`src/rtl/axis_y_collector_if.sv`:
```
// Bus bundle for the y collector: AXI-stream input, AXI-lite control/readback
// and the single-port output BRAM. The slave modport is the collector's view.
interface axis_y_collector_if #(
    parameter int pADDR_WIDTH = 12,
    parameter int pDATA_WIDTH = 32
);
    // AXI-stream (FIR y in)
    logic                   ss_tvalid;
    logic [pDATA_WIDTH-1:0] ss_tdata;
    logic                   ss_tlast;
    logic                   ss_tready;
    // AXI-lite
    logic                   awvalid;
    logic                   awready;
    logic [pADDR_WIDTH-1:0] awaddr;
    logic                   wvalid;
    logic                   wready;
    logic [pDATA_WIDTH-1:0] wdata;
    logic                   arvalid;
    logic                   arready;
    logic [pADDR_WIDTH-1:0] araddr;
    logic                   rvalid;
    logic                   rready;
    logic [pDATA_WIDTH-1:0] rdata;
    // output BRAM
    logic [3:0]             out_WE;
    logic                   out_EN;
    logic [pDATA_WIDTH-1:0] out_Di;
    logic [pADDR_WIDTH-1:0] out_A;
    logic [pDATA_WIDTH-1:0] out_Do;

    modport slave (
        input  ss_tvalid, ss_tdata, ss_tlast,
        output ss_tready,
        input  awvalid, awaddr, wvalid, wdata, arvalid, araddr, rready,
        output awready, wready, arready, rvalid, rdata,
        output out_WE, out_EN, out_Di, out_A,
        input  out_Do
    );

    modport master (
        output ss_tvalid, ss_tdata, ss_tlast,
        input  ss_tready,
        output awvalid, awaddr, wvalid, wdata, arvalid, araddr, rready,
        input  awready, wready, arready, rvalid, rdata,
        input  out_WE, out_EN, out_Di, out_A,
        output out_Do
    );
endinterface

```
`src/rtl/axis_y_collector.sv`:
```
// Captures a stream of FIR y samples into an output BRAM, tracking count,
// checksum and framing errors. AXI-lite exposes control/status and a
// read window onto the buffer. The stream owns the BRAM port; buffer reads
// are slipped a cycle whenever they collide with an accepted beat.
module axis_y_collector #(
    parameter int pADDR_WIDTH = 12,
    parameter int pDATA_WIDTH = 32,
    parameter int pDEPTH      = 64
) (
    input  logic               axis_clk,
    input  logic               axis_rst_n,
    axis_y_collector_if.slave  bus
);
    localparam int IDXW = $clog2(pDEPTH);

    typedef logic [pADDR_WIDTH-1:0] addr_t;
    typedef logic [pDATA_WIDTH-1:0] data_t;
    typedef enum logic [1:0] {S_IDLE, S_CAPT, S_DONE} state_t;

    localparam addr_t A_CTRL    = addr_t'(12'h000);
    localparam addr_t A_EXP     = addr_t'(12'h004);
    localparam addr_t A_CNT     = addr_t'(12'h008);
    localparam addr_t A_SUM     = addr_t'(12'h00C);
    localparam addr_t A_ERR     = addr_t'(12'h010);
    localparam addr_t A_BUF     = addr_t'(12'h100);
    localparam addr_t A_BUF_END = addr_t'(32'h100 + 4 * pDEPTH);
    localparam data_t DEPTH_D   = data_t'(pDEPTH);

    state_t          state_q, state_d;
    addr_t           awaddr_q;
    data_t           wdata_q;
    logic            aw_held_q, w_held_q;
    data_t           exp_len_q, count_q, checksum_q;
    logic [2:0]      err_q;
    logic            done_q;
    logic            busy_q, rvalid_q, pend_q, fetch_q;
    logic [IDXW-1:0] pend_idx_q;
    data_t           rdata_q;

    // ---- decode --------------------------------------------------------
    logic            wr_commit, start_wr, beat, len_chk, hit_len, end_beat;
    logic            rd_acc, ar_is_buf, rd_now, idle;
    data_t           cnt_nx, reg_rdata;
    logic [IDXW-1:0] wr_idx, ar_idx, rd_idx;

    assign idle      = (state_q == S_IDLE);
    assign wr_commit = aw_held_q & w_held_q;
    assign start_wr  = wr_commit & (awaddr_q == A_CTRL) & wdata_q[0];
    assign beat      = bus.ss_tvalid & (state_q == S_CAPT);
    assign cnt_nx    = count_q + data_t'(1);
    // exp_len of zero disables the length check: first beat ends capture
    assign len_chk   = (exp_len_q != '0);
    assign hit_len   = len_chk & (cnt_nx == exp_len_q);
    assign end_beat  = beat & (bus.ss_tlast | hit_len | ~len_chk);
    assign wr_idx    = count_q[IDXW-1:0];

    assign rd_acc    = bus.arvalid & ~busy_q;
    assign ar_is_buf = (bus.araddr >= A_BUF) & (bus.araddr < A_BUF_END);
    assign ar_idx    = IDXW'((bus.araddr - A_BUF) >> 2);
    // present a buffer read only when the stream is not using the port
    assign rd_now    = ((rd_acc & ar_is_buf) | pend_q) & ~beat;
    assign rd_idx    = pend_q ? pend_idx_q : ar_idx;

    // ---- outputs -------------------------------------------------------
    assign bus.ss_tready = (state_q == S_CAPT);
    assign bus.awready   = ~aw_held_q;
    assign bus.wready    = ~w_held_q;
    assign bus.arready   = ~busy_q;
    assign bus.rvalid    = rvalid_q;
    assign bus.rdata     = rdata_q;
    assign bus.out_EN    = 1'b1;
    assign bus.out_WE    = beat ? 4'hF : 4'h0;
    assign bus.out_Di    = beat ? bus.ss_tdata : '0;
    assign bus.out_A     = beat   ? addr_t'({wr_idx, 2'b00}) :
                           rd_now ? addr_t'({rd_idx, 2'b00}) : '0;

    // Register read mux, sampled in the address-accept cycle
    always_comb begin
        reg_rdata = '0;
        case (bus.araddr)
            A_CTRL:  reg_rdata = data_t'({idle, done_q, 1'b0});
            A_EXP:   reg_rdata = exp_len_q;
            A_CNT:   reg_rdata = count_q;
            A_SUM:   reg_rdata = checksum_q;
            A_ERR:   reg_rdata = data_t'(err_q);
            default: reg_rdata = '0;
        endcase
    end

    // FSM state register
    always_ff @(posedge axis_clk or negedge axis_rst_n) begin
        if (!axis_rst_n) state_q <= S_IDLE;
        else             state_q <= state_d;
    end

    // FSM next state: start only honoured from IDLE, DONE lasts one cycle
    always_comb begin
        state_d = state_q;
        case (state_q)
            S_IDLE:  if (start_wr) state_d = S_CAPT;
            S_CAPT:  if (end_beat) state_d = S_DONE;
            S_DONE:  state_d = S_IDLE;
            default: state_d = S_IDLE;
        endcase
    end

    // AXI-lite write channel: address and data latched independently
    always_ff @(posedge axis_clk or negedge axis_rst_n) begin
        if (!axis_rst_n) begin
            aw_held_q <= 1'b0;
            w_held_q  <= 1'b0;
            awaddr_q  <= '0;
            wdata_q   <= '0;
        end else if (wr_commit) begin
            aw_held_q <= 1'b0;
            w_held_q  <= 1'b0;
        end else begin
            if (bus.awvalid && !aw_held_q) begin
                aw_held_q <= 1'b1;
                awaddr_q  <= bus.awaddr;
            end
            if (bus.wvalid && !w_held_q) begin
                w_held_q <= 1'b1;
                wdata_q  <= bus.wdata;
            end
        end
    end

    // Capture bookkeeping: exp_len, count, checksum, errors, sticky done
    always_ff @(posedge axis_clk or negedge axis_rst_n) begin
        if (!axis_rst_n) begin
            exp_len_q  <= '0;
            count_q    <= '0;
            checksum_q <= '0;
            err_q      <= '0;
            done_q     <= 1'b0;
        end else begin
            if (wr_commit && awaddr_q == A_EXP) exp_len_q <= wdata_q;
            if (start_wr && idle) begin
                count_q    <= '0;
                checksum_q <= '0;
                err_q      <= '0;
                done_q     <= 1'b0;
            end else begin
                if (beat) begin
                    count_q    <= cnt_nx;
                    checksum_q <= checksum_q + bus.ss_tdata;
                    if (count_q >= DEPTH_D) err_q[2] <= 1'b1;
                    if (len_chk && bus.ss_tlast && cnt_nx < exp_len_q) err_q[0] <= 1'b1;
                    if (hit_len && !bus.ss_tlast) err_q[1] <= 1'b1;
                end
                if (state_q == S_DONE) done_q <= 1'b1;
            end
        end
    end

    // Read channel: one outstanding read, buffer reads go through BRAM
    always_ff @(posedge axis_clk or negedge axis_rst_n) begin
        if (!axis_rst_n) begin
            busy_q     <= 1'b0;
            rvalid_q   <= 1'b0;
            rdata_q    <= '0;
            pend_q     <= 1'b0;
            pend_idx_q <= '0;
            fetch_q    <= 1'b0;
        end else begin
            pend_q  <= beat & ((rd_acc & ar_is_buf) | pend_q);
            fetch_q <= rd_now;
            if (rd_acc) begin
                busy_q <= 1'b1;
                if (ar_is_buf) begin
                    pend_idx_q <= ar_idx;
                end else begin
                    rvalid_q <= 1'b1;
                    rdata_q  <= reg_rdata;
                end
            end
            if (fetch_q) begin
                rvalid_q <= 1'b1;
                rdata_q  <= bus.out_Do;
            end
            if (rvalid_q && bus.rready) begin
                rvalid_q <= 1'b0;
                busy_q   <= 1'b0;
            end
        end
    end
endmodule

```
`src/flat_wrapper.sv`:
```
// flat-port wrapper written by rule: the top's interface ports become plain ports
module axis_y_collector_flat 
#(
    parameter int pADDR_WIDTH = 12,
    parameter int pDATA_WIDTH = 32,
    parameter int pDEPTH      = 64
)
  (axis_clk, axis_rst_n, bus_ss_tvalid, bus_ss_tdata, bus_ss_tlast, bus_ss_tready, bus_awvalid, bus_awaddr, bus_wvalid, bus_wdata, bus_arvalid, bus_araddr, bus_rready, bus_awready, bus_wready, bus_arready, bus_rvalid, bus_rdata, bus_out_WE, bus_out_EN, bus_out_Di, bus_out_A, bus_out_Do);
  axis_y_collector_if #(.pADDR_WIDTH(pADDR_WIDTH), .pDATA_WIDTH(pDATA_WIDTH)) bus_i ();
  input  logic axis_clk;
  input  logic axis_rst_n;
  input wire logic [$bits(bus_i.ss_tvalid)-1:0] bus_ss_tvalid;
  input wire logic [$bits(bus_i.ss_tdata)-1:0] bus_ss_tdata;
  input wire logic [$bits(bus_i.ss_tlast)-1:0] bus_ss_tlast;
  output wire logic [$bits(bus_i.ss_tready)-1:0] bus_ss_tready;
  input wire logic [$bits(bus_i.awvalid)-1:0] bus_awvalid;
  input wire logic [$bits(bus_i.awaddr)-1:0] bus_awaddr;
  input wire logic [$bits(bus_i.wvalid)-1:0] bus_wvalid;
  input wire logic [$bits(bus_i.wdata)-1:0] bus_wdata;
  input wire logic [$bits(bus_i.arvalid)-1:0] bus_arvalid;
  input wire logic [$bits(bus_i.araddr)-1:0] bus_araddr;
  input wire logic [$bits(bus_i.rready)-1:0] bus_rready;
  output wire logic [$bits(bus_i.awready)-1:0] bus_awready;
  output wire logic [$bits(bus_i.wready)-1:0] bus_wready;
  output wire logic [$bits(bus_i.arready)-1:0] bus_arready;
  output wire logic [$bits(bus_i.rvalid)-1:0] bus_rvalid;
  output wire logic [$bits(bus_i.rdata)-1:0] bus_rdata;
  output wire logic [$bits(bus_i.out_WE)-1:0] bus_out_WE;
  output wire logic [$bits(bus_i.out_EN)-1:0] bus_out_EN;
  output wire logic [$bits(bus_i.out_Di)-1:0] bus_out_Di;
  output wire logic [$bits(bus_i.out_A)-1:0] bus_out_A;
  input wire logic [$bits(bus_i.out_Do)-1:0] bus_out_Do;
  assign bus_i.ss_tvalid = bus_ss_tvalid;
  assign bus_i.ss_tdata = bus_ss_tdata;
  assign bus_i.ss_tlast = bus_ss_tlast;
  assign bus_ss_tready = bus_i.ss_tready;
  assign bus_i.awvalid = bus_awvalid;
  assign bus_i.awaddr = bus_awaddr;
  assign bus_i.wvalid = bus_wvalid;
  assign bus_i.wdata = bus_wdata;
  assign bus_i.arvalid = bus_arvalid;
  assign bus_i.araddr = bus_araddr;
  assign bus_i.rready = bus_rready;
  assign bus_awready = bus_i.awready;
  assign bus_wready = bus_i.wready;
  assign bus_arready = bus_i.arready;
  assign bus_rvalid = bus_i.rvalid;
  assign bus_rdata = bus_i.rdata;
  assign bus_out_WE = bus_i.out_WE;
  assign bus_out_EN = bus_i.out_EN;
  assign bus_out_Di = bus_i.out_Di;
  assign bus_out_A = bus_i.out_A;
  assign bus_i.out_Do = bus_out_Do;
  axis_y_collector #(.pADDR_WIDTH(pADDR_WIDTH), .pDATA_WIDTH(pDATA_WIDTH), .pDEPTH(pDEPTH)) u_core (.axis_clk(axis_clk), .axis_rst_n(axis_rst_n), .bus(bus_i));
endmodule
```
`config.mk`:
```
export PLATFORM = sky130hd
export DESIGN_NAME = axis_y_collector_flat
export DESIGN_NICKNAME = d
export VERILOG_FILES = /design/src/rtl/axis_y_collector_if.sv /design/src/rtl/axis_y_collector.sv /design/src/flat_wrapper.sv
export SDC_FILE = /design/constraint.sdc
export NUM_CORES = 1
export LEC_CHECK = 0
export CAP_MARGIN = 20
export CORE_MARGIN = 5
export CORE_UTILIZATION = 30
export DETAILED_ROUTE_END_ITERATION = 10
export PLACE_DENSITY_LB_ADDON = 0.15
export SLEW_MARGIN = 30
export SYNTH_ARGS = -nofsm -noshare
export SYNTH_HDL_FRONTEND = slang
export SYNTH_SLANG_ARGS = --single-unit
```
`constraint.sdc`:
```
create_clock -name axis_clk -period 4.71 [get_ports axis_clk]
set_input_delay 0.471 -clock axis_clk [delete_from_list [all_inputs] [get_ports axis_clk]]
set_output_delay 0.471 -clock axis_clk [all_outputs]
set_load 0.02 [all_outputs]
```
==> out/qor.txt <==
HP Class = in2async
All-Layer GR Usage = 0.168
layout cells sized above 1 = 0.128
Avg WL per Cell = 19.1 um
Final ANT Viol Nets = 0
vias in the first global route = 10000
Max Cap Viol = 0
Setup TNS = 0 ps
Remaining DRCs = 0
# setup viols final = 0
area post-placement = 14400 sq um
most frequent cells in the layout = clkdlybuf4s50_1 (205), dfrtp_1 (189), nand2_1 (134)
Via-to-Cell Ratio = 5.07
slowest stage delay, CP = 600 ps
Clock Tree Root = clkbuf_16
Bufs on Longest Clock Path = 2
flops & latches, synth = 190
max-slew violations = 0
fillcell total = 3939
most common cell after layout, fill and taps aside = clkdlybuf4s50_1
Die ar. = 43600 sq um
H-tree levels = 4
Mapped Cells = 1265
largest area contributor in the netlist = dfrtp_1
CP required = 5050 ps
post_cts resized = 0
Skew-Pair Late Insertion Delay = 440 ps
Inserted Diodes = 0
Syn. warnings = 0
Critical Path End Type = flip-flop
clock sink count = 190
Boundary Pins = 214
Initial Util = 0.305
R2R depth = 13
Post-synth EDFFs = 0
final core occ = 0.384
VDD IR max = 0.000235 V
Avg Cell Area, Syn = 9.38 sq um
CTS clk-pin slew, worst paths = 80 ps
Post-CTS Hold Buffers = 0
WS Path Type = reg2reg
Nets = 1613
Most used DFF post-synth = dfrtp_1
top cell type's share of synthesized area = 0.401
Storage cell area = 4760 sq um
Detailed Routing Iterations Pass 1 = 5
CTS tree = built
crit path DAT = 4390 ps
Lkg Pwr = 6.66 nW
Rows = 72
CTS buffer count = 17
Max-slew headroom = 0.369
Iter 0 DRT Violations = 575
DIE WIDTH = 209 um
gr ovfl total = 0
Vias = 9891
crit-path most repeated cell = nand3_1
Seq/Total Area, Yosys = 0.401
Post-Syn Area = 11900 sq um
total routed wirelength = 37200 um
DP HPWL = 28300 um
Fin. Hold Viols = 0
Layout area overhead = 26.0%
FFs w/ async S/R, synth = 1.00
status = finished clean
Yosys cell types = 63
setup bufs post-CTS = 0
Setup crit start kind = flip-flop
IO Port Bufs = 206
Power Dens Cells = 348 nW/um^2
clock skew = 9.71 ps
fmax = 247 MHz
largest net degree at the start of global routing = 89
footprint of the multi-input gates = 6540 sq um
first-pass GRT wire length = 58700 um
core box area = 38900 sq um
slowest CP cell = nor3_1
design area = 15000 sq um
worst path cell trace = ha_1 > nand3_1 > nor3_1 > and3_1 > nand3_1 > xnor2_1 > ha_1 > nand4_1 > nor4_1 > nand3_1 > a21oi_1 > inv_1 > a21o_1
initial antenna violation count = 0
die height = 209 um
RSZ-0062 raised after global routing = false
synth top area cells = dfrtp_1 (40%), mux2_2 (10%), ha_1 (6.9%), nand2_1 (4.3%), o21ai_0 (4.1%)
Placer Congestion = 0.868
fin crit period = 4050 ps
Max FO, Critical Path = 7
Slew @ Worst Pin = 946 ps
Final period util = 0.861
## critical path, delay by kind of cell (launching register included)
kind,cells,cell delay (ps)
simple gates,7,2340
fa+ha+maj,2,550
buf+inv,1,60
flops,1,460
compound gates,2,380
xor+xnor,1,160
## path summary, 6_finish.rpt
| check | slack, ps | from | endpoint |
|---|---|---|---|
| worst max register to register | 660 | u_core.count_q[0]$_DFFE_PN0P_ | u_core.state_q[0]$_DFFE_PN0P_ |
| worst max-delay path | 660 | u_core.count_q[0]$_DFFE_PN0P_ | u_core.state_q[0]$_DFFE_PN0P_ |
| min in group axis_clk | 480 | u_core.pend_idx_q[2]$_DFFE_PN0P_ | u_core.pend_idx_q[2]$_DFFE_PN0P_ |
| worst min-delay path | 30 | axis_rst_n | u_core.checksum_q[2]$_DFFE_PN0P_ |
| worst min register to register | 480 | u_core.pend_idx_q[2]$_DFFE_PN0P_ | u_core.pend_idx_q[2]$_DFFE_PN0P_ |
| max in group asynchronous | 3490 | axis_rst_n | u_core.exp_len_q[18]$_DFFE_PN0P_ |
## cells by family after synthesis
kind of cell             Yosys count  synth area share
AO/OA/AOI/OAI                    341             0.188
XOR/XNOR                          57            0.0421
adder cells (fa/ha/maj)           66            0.0702
buffers and inverters            150            0.0520
flip-flops                       190             0.401
multiplexers                     109             0.104
other                              2          0.000633
AND/OR/NAND/NOR                  350             0.143
## cells in the mapped netlist, types with 3 or more instances
master / instances
a21oi_1: 62
ha_1: 65
and2_1: 4
clkbuf_1: 65
and3_1: 46
mux2_2: 106
nand3_1: 22
xnor2_1: 38
o22ai_1: 16
buf_4: 11
o31ai_1: 19
nand2_1: 135
o21bai_1: 10
a22oi_1: 34
a21o_1: 29
xor2_1: 19
nor4_1: 18
nand4_1: 23
buf_2: 9
nor2b_1: 9
buf_1: 9
o21ai_0: 97
nor3_1: 5
a211o_1: 3
dfrtp_1: 190
inv_1: 55
a31oi_1: 7
nand2b_1: 6
nor2_1: 66
o21ai_1: 7
or2_2: 3
or4_1: 3
a22o_1: 32
## metrics by stage
step / std cells / worst slack, ps / hold slack, ps / total power [mW]
2_1_floorplan: 1270 / 1530 / 175 / 3.18
3_3_place_gp: 1918 / 939 / 458 / 3.74
3_5_place_dp: 1918 / 741 / 463 / 3.75
4_1_cts: 1950 / 691 / 51.3 / 5.29
5_1_grt: 1950 / 307 / 76.8 / 5.54
6_report: 1950 / 656 / 33.1 / 5.21
## report_power, final
part | total, mW | internal [mW] | switching [mW]
Sequential | 2.19 | 1.96 | 0.238
Combinational | 1.51 | 0.748 | 0.761
Clock | 1.51 | 0.815 | 0.694
Total | 5.21 | 3.52 | 1.69
## metal layers
metal | global-route usage | wire length, um | share of wire
met1 | 0.224 | 16700 | 0.45
met2 | 0.290 | 18700 | 0.50
met3 | 0.0289 | 1330 | 0.036
met4 | 0.0347 | 539 | 0.014
met5 | 0 | 0 | 0
## state kept, by name, summed over array words and instances (netlist names), 2 cells and up
register and count:
u_core.count_q 32, u_core.bus.rdata 32, u_core.wdata_q 32, u_core.checksum_q 32, u_core.exp_len_q 32, u_core.state_q 2
u_core.awaddr_q 12, u_core.pend_idx_q 6, u_core.err_q 3
## area by class of cell
class	instances	share of cell area
inverters	55	0.0138
clock buffers	20	0.0299
well taps	518	0.0433
repair buffers	225	0.148
flip-flops and latches	190	0.318
multi-input cells	930	0.437
clock inverters	12	0.00995
Note: power is estimated with default switching activity, not from simulation.
